===== src/rtl/mips_store_tap_if.sv =====
// Store-tap bus: the snooped write/PC signals from mips_top plus the capture stream and status.
// master drives the inputs side (bench/CPU); slave is the tap itself.
interface mips_store_tap_if #(
  parameter int MMIO_AW = 4,
  parameter int FIFO_AW = 3
);
  logic                 we_dm;
  logic [31:0]          alu_out;
  logic [31:0]          wd_dm;
  logic [31:0]          pc_current;
  logic                 out_valid;
  logic                 out_ready;
  logic [31:0]          out_data;
  logic [MMIO_AW-3:0]   out_off;
  logic [FIFO_AW:0]     fifo_count;
  logic                 overflow;
  logic                 halted;
  logic [31:0]          run_cycles;

  modport master (
    output we_dm, alu_out, wd_dm, pc_current, out_ready,
    input  out_valid, out_data, out_off, fifo_count, overflow, halted, run_cycles
  );

  modport slave (
    input  we_dm, alu_out, wd_dm, pc_current, out_ready,
    output out_valid, out_data, out_off, fifo_count, overflow, halted, run_cycles
  );
endinterface


===== src/rtl/mips_store_tap.sv =====
// MMIO store snooper with FIFO stream output and PC-based halt detector.
// Define STORE_TAP_CYCLE_CNT_EN to implement the run-cycle counter; otherwise run_cycles is 0.
module mips_store_tap #(
  parameter logic [31:0] MMIO_BASE = 32'h0000_0080,
  parameter int          MMIO_AW   = 4,
  parameter int          FIFO_AW   = 3,
  parameter logic [31:0] HALT_PC   = 32'h0000_0064
) (
  input  logic            clk,
  input  logic            rst,
  mips_store_tap_if.slave bus
);
  localparam int OFF_W = MMIO_AW - 2;
  localparam int DEPTH = 1 << FIFO_AW;

  typedef struct packed {
    logic [OFF_W-1:0] off;
    logic [31:0]      data;
  } entry_t;

  typedef enum logic [1:0] {S_IDLE, S_RUN, S_HALTED} state_e;

  entry_t         mem_q [DEPTH];
  logic [FIFO_AW:0] wr_q, wr_d, rd_q, rd_d;
  logic           ovf_q, ovf_d;
  logic           hit, full, empty, pop, push;
  state_e         state_q, state_d;

  assign hit = bus.we_dm
            && (bus.alu_out[31:MMIO_AW] == MMIO_BASE[31:MMIO_AW])
            && (bus.alu_out[1:0] == 2'b00);

  assign empty = (wr_q == rd_q);
  assign full  = (wr_q[FIFO_AW] != rd_q[FIFO_AW])
              && (wr_q[FIFO_AW-1:0] == rd_q[FIFO_AW-1:0]);
  assign pop   = !empty && bus.out_ready;
  // A full FIFO still accepts a push when the head leaves in the same cycle.
  assign push  = hit && (!full || pop);

  // NOTE: every always_comb output gets a default first so no latch is inferred.
  always_comb begin
    wr_d  = wr_q;
    rd_d  = rd_q;
    ovf_d = ovf_q;
    if (push) wr_d = wr_q + 1'b1;
    if (pop)  rd_d = rd_q + 1'b1;
    if (hit && full && !pop) ovf_d = 1'b1;
  end

  // NOTE: sequential state uses non-blocking assignments only.
  always_ff @(posedge clk or negedge rst) begin
    if (!rst) begin
      wr_q  <= '0;
      rd_q  <= '0;
      ovf_q <= 1'b0;
    end else begin
      wr_q  <= wr_d;
      rd_q  <= rd_d;
      ovf_q <= ovf_d;
    end
  end

  // NOTE: storage is not reset; the pointers alone define which entries are live.
  always_ff @(posedge clk) begin
    if (push) mem_q[wr_q[FIFO_AW-1:0]] <= '{off: bus.alu_out[MMIO_AW-1:2], data: bus.wd_dm};
  end

  assign bus.out_valid  = !empty;
  assign bus.out_data   = mem_q[rd_q[FIFO_AW-1:0]].data;
  assign bus.out_off    = mem_q[rd_q[FIFO_AW-1:0]].off;
  assign bus.fifo_count = wr_q - rd_q;
  assign bus.overflow   = ovf_q;

  always_ff @(posedge clk or negedge rst) begin
    if (!rst) state_q <= S_IDLE;
    else      state_q <= state_d;
  end

  always_comb begin
    state_d = state_q;
    unique case (state_q)
      S_IDLE:   if (bus.pc_current != 32'h0)   state_d = S_RUN;
      S_RUN:    if (bus.pc_current == HALT_PC) state_d = S_HALTED;
      S_HALTED: state_d = S_HALTED;
      default:  state_d = S_IDLE;
    endcase
  end

  always_comb begin
    bus.halted = (state_q == S_HALTED);
  end

`ifdef STORE_TAP_CYCLE_CNT_EN
  logic [31:0] cyc_q, cyc_d;

  always_comb begin
    cyc_d = cyc_q;
    if (state_q == S_RUN && cyc_q != 32'hFFFF_FFFF) cyc_d = cyc_q + 32'd1;
  end

  always_ff @(posedge clk or negedge rst) begin
    if (!rst) cyc_q <= '0;
    else      cyc_q <= cyc_d;
  end

  assign bus.run_cycles = cyc_q;
`else
  assign bus.run_cycles = 32'h0;
`endif
endmodule


===== src/flat_wrapper.sv =====
// flat-port wrapper written by rule: the top's interface ports become plain ports
module mips_store_tap_flat 
#(
  parameter logic [31:0] MMIO_BASE = 32'h0000_0080,
  parameter int          MMIO_AW   = 4,
  parameter int          FIFO_AW   = 3,
  parameter logic [31:0] HALT_PC   = 32'h0000_0064
)
  (clk, rst, bus_we_dm, bus_alu_out, bus_wd_dm, bus_pc_current, bus_out_ready, bus_out_valid, bus_out_data, bus_out_off, bus_fifo_count, bus_overflow, bus_halted, bus_run_cycles);
  mips_store_tap_if #(.MMIO_AW(MMIO_AW), .FIFO_AW(FIFO_AW)) bus_i ();
  input  logic clk;
  input  logic rst;
  input wire logic [$bits(bus_i.we_dm)-1:0] bus_we_dm;
  input wire logic [$bits(bus_i.alu_out)-1:0] bus_alu_out;
  input wire logic [$bits(bus_i.wd_dm)-1:0] bus_wd_dm;
  input wire logic [$bits(bus_i.pc_current)-1:0] bus_pc_current;
  input wire logic [$bits(bus_i.out_ready)-1:0] bus_out_ready;
  output wire logic [$bits(bus_i.out_valid)-1:0] bus_out_valid;
  output wire logic [$bits(bus_i.out_data)-1:0] bus_out_data;
  output wire logic [$bits(bus_i.out_off)-1:0] bus_out_off;
  output wire logic [$bits(bus_i.fifo_count)-1:0] bus_fifo_count;
  output wire logic [$bits(bus_i.overflow)-1:0] bus_overflow;
  output wire logic [$bits(bus_i.halted)-1:0] bus_halted;
  output wire logic [$bits(bus_i.run_cycles)-1:0] bus_run_cycles;
  assign bus_i.we_dm = bus_we_dm;
  assign bus_i.alu_out = bus_alu_out;
  assign bus_i.wd_dm = bus_wd_dm;
  assign bus_i.pc_current = bus_pc_current;
  assign bus_i.out_ready = bus_out_ready;
  assign bus_out_valid = bus_i.out_valid;
  assign bus_out_data = bus_i.out_data;
  assign bus_out_off = bus_i.out_off;
  assign bus_fifo_count = bus_i.fifo_count;
  assign bus_overflow = bus_i.overflow;
  assign bus_halted = bus_i.halted;
  assign bus_run_cycles = bus_i.run_cycles;
  mips_store_tap #(.MMIO_BASE(MMIO_BASE), .MMIO_AW(MMIO_AW), .FIFO_AW(FIFO_AW), .HALT_PC(HALT_PC)) u_core (.clk(clk), .rst(rst), .bus(bus_i));
endmodule

===== config.mk =====
export PLATFORM = sky130hd
export DESIGN_NAME = mips_store_tap_flat
export DESIGN_NICKNAME = d
export VERILOG_FILES = /design/src/rtl/mips_store_tap_if.sv /design/src/rtl/mips_store_tap.sv /design/src/flat_wrapper.sv
export SDC_FILE = /design/constraint.sdc
export NUM_CORES = 1
export LEC_CHECK = 0
export ABC_AREA = 0
export CAP_MARGIN = 30
export CORE_MARGIN = 5
export CORE_UTILIZATION = 50
export CTS_CLUSTER_DIAMETER = 60
export DETAILED_ROUTE_END_ITERATION = 10
export HOLD_SLACK_MARGIN = 0.08
export PLACE_DENSITY = 0.72
export SLEW_MARGIN = 20
export SYNTH_ARGS = -nofsm -noshare
export SYNTH_HDL_FRONTEND = slang
export SYNTH_SLANG_ARGS = --single-unit

===== constraint.sdc =====
create_clock -name clk -period 6.7 [get_ports clk]
set_input_delay 0.67 -clock clk [delete_from_list [all_inputs] [get_ports clk]]
set_output_delay 0.67 -clock clk [all_outputs]
set_load 0.02 [all_outputs]

==> flow_summary.toml <==
[placed_design]
dp_cells = 1006
gp_congestion = 0.851
portBuffers = 140
dpl.hpwl_um = 14200
place_ws_ns = 2.95

[sta]
tns_ns = 0
fin_crit_ns = 4.06
rsz0062_at_grt = "false"
fmax_mhz = 246
timing.final.ws_setup_ns = 2.64
tightest_slew_ns = 0.908
slew_headroom_pct = 39.4
hold_viol_final = 0
finalCritPeriodShare_pct = 60.6
finClkSkew_ns = 0.00852
setup_viol = 0
finalMaxSlewViolations = 0

[critical_path]
cp_max_fo = 27
rr_endpoint = "u_core.mem_q[5][0]"
crit_type = "reg2out"
end_kind = "output pin"
ff2ff_path_depth = 7
cp-start-kind = "flop"
r2r_start = "u_core.rd_q[2]"
worstPathArrival_ns = 3.39
crit_required_ns = 6.03
rrSetupSlack_ns = 3.13

[pwr]
total_power_w = 0.00508
p_sw_w = 0.00151
intPower_w = 0.00356
switching_share_pct = 29.8
clockPowerShare_pct = 27.5
p_seq_share_pct = 41.1
leakage_nw = 4.71
combPwrFrac_pct = 31.4
ir_drop_uv = 317
powerDensity_nw_per_um2 = 365

[cts]
cts_resized = 0
clockBufferDepth = 3
postCtsHoldBufs = 0
clk_pin_slew_ns = 0.06
cts_made_buffers = 29
cts-root-buf = "clkbuf_16"
clk_latency_ns = 0.53
clock_sinks = 283
cts_tree = "built"
htree_levels = 1
post_cts_buffers = 0

[yosys]
yosysTopAreaCell = "edfxtp_1"
synth_top_area_share_pct = 72.2
yosysUniqueCellTypes = 37
netlist_instances = 592
yosysSeqAreaShare_pct = 74.6
synthTopCellsByArea = "edfxtp_1 72%, mux4_2 14%, nand2_1 3.5%, dfrtp_1 2.4%, buf_4 2.1%"
ys_seq_elements = 283
synth_area_per_cell_um2 = 19.1
mappedNetlistArea_um2 = 11300
yosysWarnings = 0

[min_path]
min_path_cells = 1
min_delay_worst_endpoint = "u_core.bus.overflow"
hold_class = "reg2reg"
min-delay-start = "u_core.bus.overflow"

[routing]
via_count = 5756
finalWirelength_um = 23200
drt_pass1_iterations = 4
drt_iter0_drc = 323
drc = 0
ant_nets = 0
viasPerCell = 5.45
post_drt_wl_per_cell_um = 22.0

[global_routing]
globalRouteOverflowTotal = 0
track_usage_pct = 18.1
grt_max_degree = 47
grt_pass1_wl_um = 36200
antenna_found_initial = 1
grt_pass1_vias = 6328

[final_layout]
nets = 863
instances_no_fill = 1057
drive_above_1_share_pct = 18.5
mostFrequentLayoutCells = "272 x edfxtp_1, 140 x clkdlybuf4s50_1, 105 x nand2_1"
area_growth_pct = 23.0
final_common_cell = "edfxtp_1"
fin_util_pct = 62.0

[run_status]
status = "complete, no violations"

[floorplanning]
boundaryPins = 173
rows = 55
die_area_um2 = 25700
coreArea_um2 = 22400
die_w_um = 160
start_util_pct = 50.4
die_h_um = 160

[job]
maxCapViolations = 0
-- metal layers --
layer	routed length, um	global-route usage, %	vias up	part of all wire (%)
met3	2060	4.88	33	8.9
met1	9380	23.5	2896	40
met5	12	0	-	0.052
met2	11400	30.9	240	49
li1	-	-	2585	-
met4	355	4.22	2	1.5
-- flip-flops by register name, summed over array words and instances (netlist names) --
register             cells
u_core.mem_q           272
u_core.rd_q              4
u_core.state_q           2
u_core.wr_q              4
u_core.bus.overflow      1
-- critical path, cell delays in order (launching register included) --
cell and delay (ns):
dfrtp_4 0.71, buf_12 0.29, buf_4 0.51, mux4_2 0.56, nand2_1 0.08, nand2_1 0.12
clkdlybuf4s50_1 0.58
-- logic make-up after synthesis --
group | Yosys count | share of synthesized area (%)
adders and majority gates | 9 | 1.06
AOI/OAI and AO/OA | 7 | 0.431
and+or+nand+nor | 147 | 6.09
muxes | 70 | 13.7
xor gates and xnor gates | 9 | 0.697
buffers and inverters | 66 | 3.34
DFF | 283 | 74.6
other | 1 | 0.0331
-- synthesized netlist by cell type (all sizes together) --
library cell / instances
o21ba: 1
nand3: 4
o21ai: 2
buf: 41
nor3b: 4
conb: 1
edfxtp: 272
mux2: 2
or3: 1
ha: 8
nor4b: 1
inv: 9
dfrtp: 11
xor2: 1
nor4: 13
or4b: 1
clkbuf: 15
nor3: 6
xnor2: 8
mux4: 68
nand2: 106
a21oi: 2
nand2b: 1
nand4: 5
and3: 2
fa: 1
clkinv: 1
nor2: 3
a21o: 2
-- per-stage QoR --
step,hold WS (ns),instance area [um2]
6_report,0.459,13900
5_1_grt,0.496,13900
4_1_cts,0.463,13900
3_5_place_dp,0.449,13000
3_3_place_gp,0.452,13000
2_1_floorplan,0.374,11400
-- power groups by stage --
stage | Clock [W] | Combinational [W] | Sequential (W)
3_5_place_dp | 0 | 0.00156 | 0.00217
2_1_floorplan | 0 | 0.00109 | 0.00200
5_1_grt | 0.00151 | 0.00171 | 0.00210
4_1_cts | 0.00143 | 0.00157 | 0.00214
6_report | 0.00140 | 0.00160 | 0.00208
3_3_place_gp | 0 | 0.00148 | 0.00223
-- worst max-delay path by stage --
stage	start	end	slack (ns)	cells after the start
6_report	u_core.rd_q[0]	bus_out_data[15]	2.64	6
2_1_floorplan	u_core.rd_q[2]	u_core.mem_q[0][0]	1.69	8
3_5_place_dp	u_core.rd_q[0]	bus_out_data[17]	2.95	5
4_1_cts	u_core.rd_q[0]	bus_out_data[28]	2.37	5
5_1_grt	u_core.rd_q[0]	bus_out_data[17]	2.35	6
3_3_place_gp	u_core.rd_q[0]	bus_out_data[17]	2.94	5
-- area by class of cell --
class | instances | area (um2)
clock inverters | 16 | 83.8
diodes | 1 | 2.50
fillers | 1601 | 8520
clock buffers | 32 | 737
inverters | 10 | 37.5
well taps | 285 | 357
flip-flops and latches | 283 | 8450
repair buffers | 156 | 1610
multi-input cells | 274 | 2640
(Power assumes the default switching activity.)
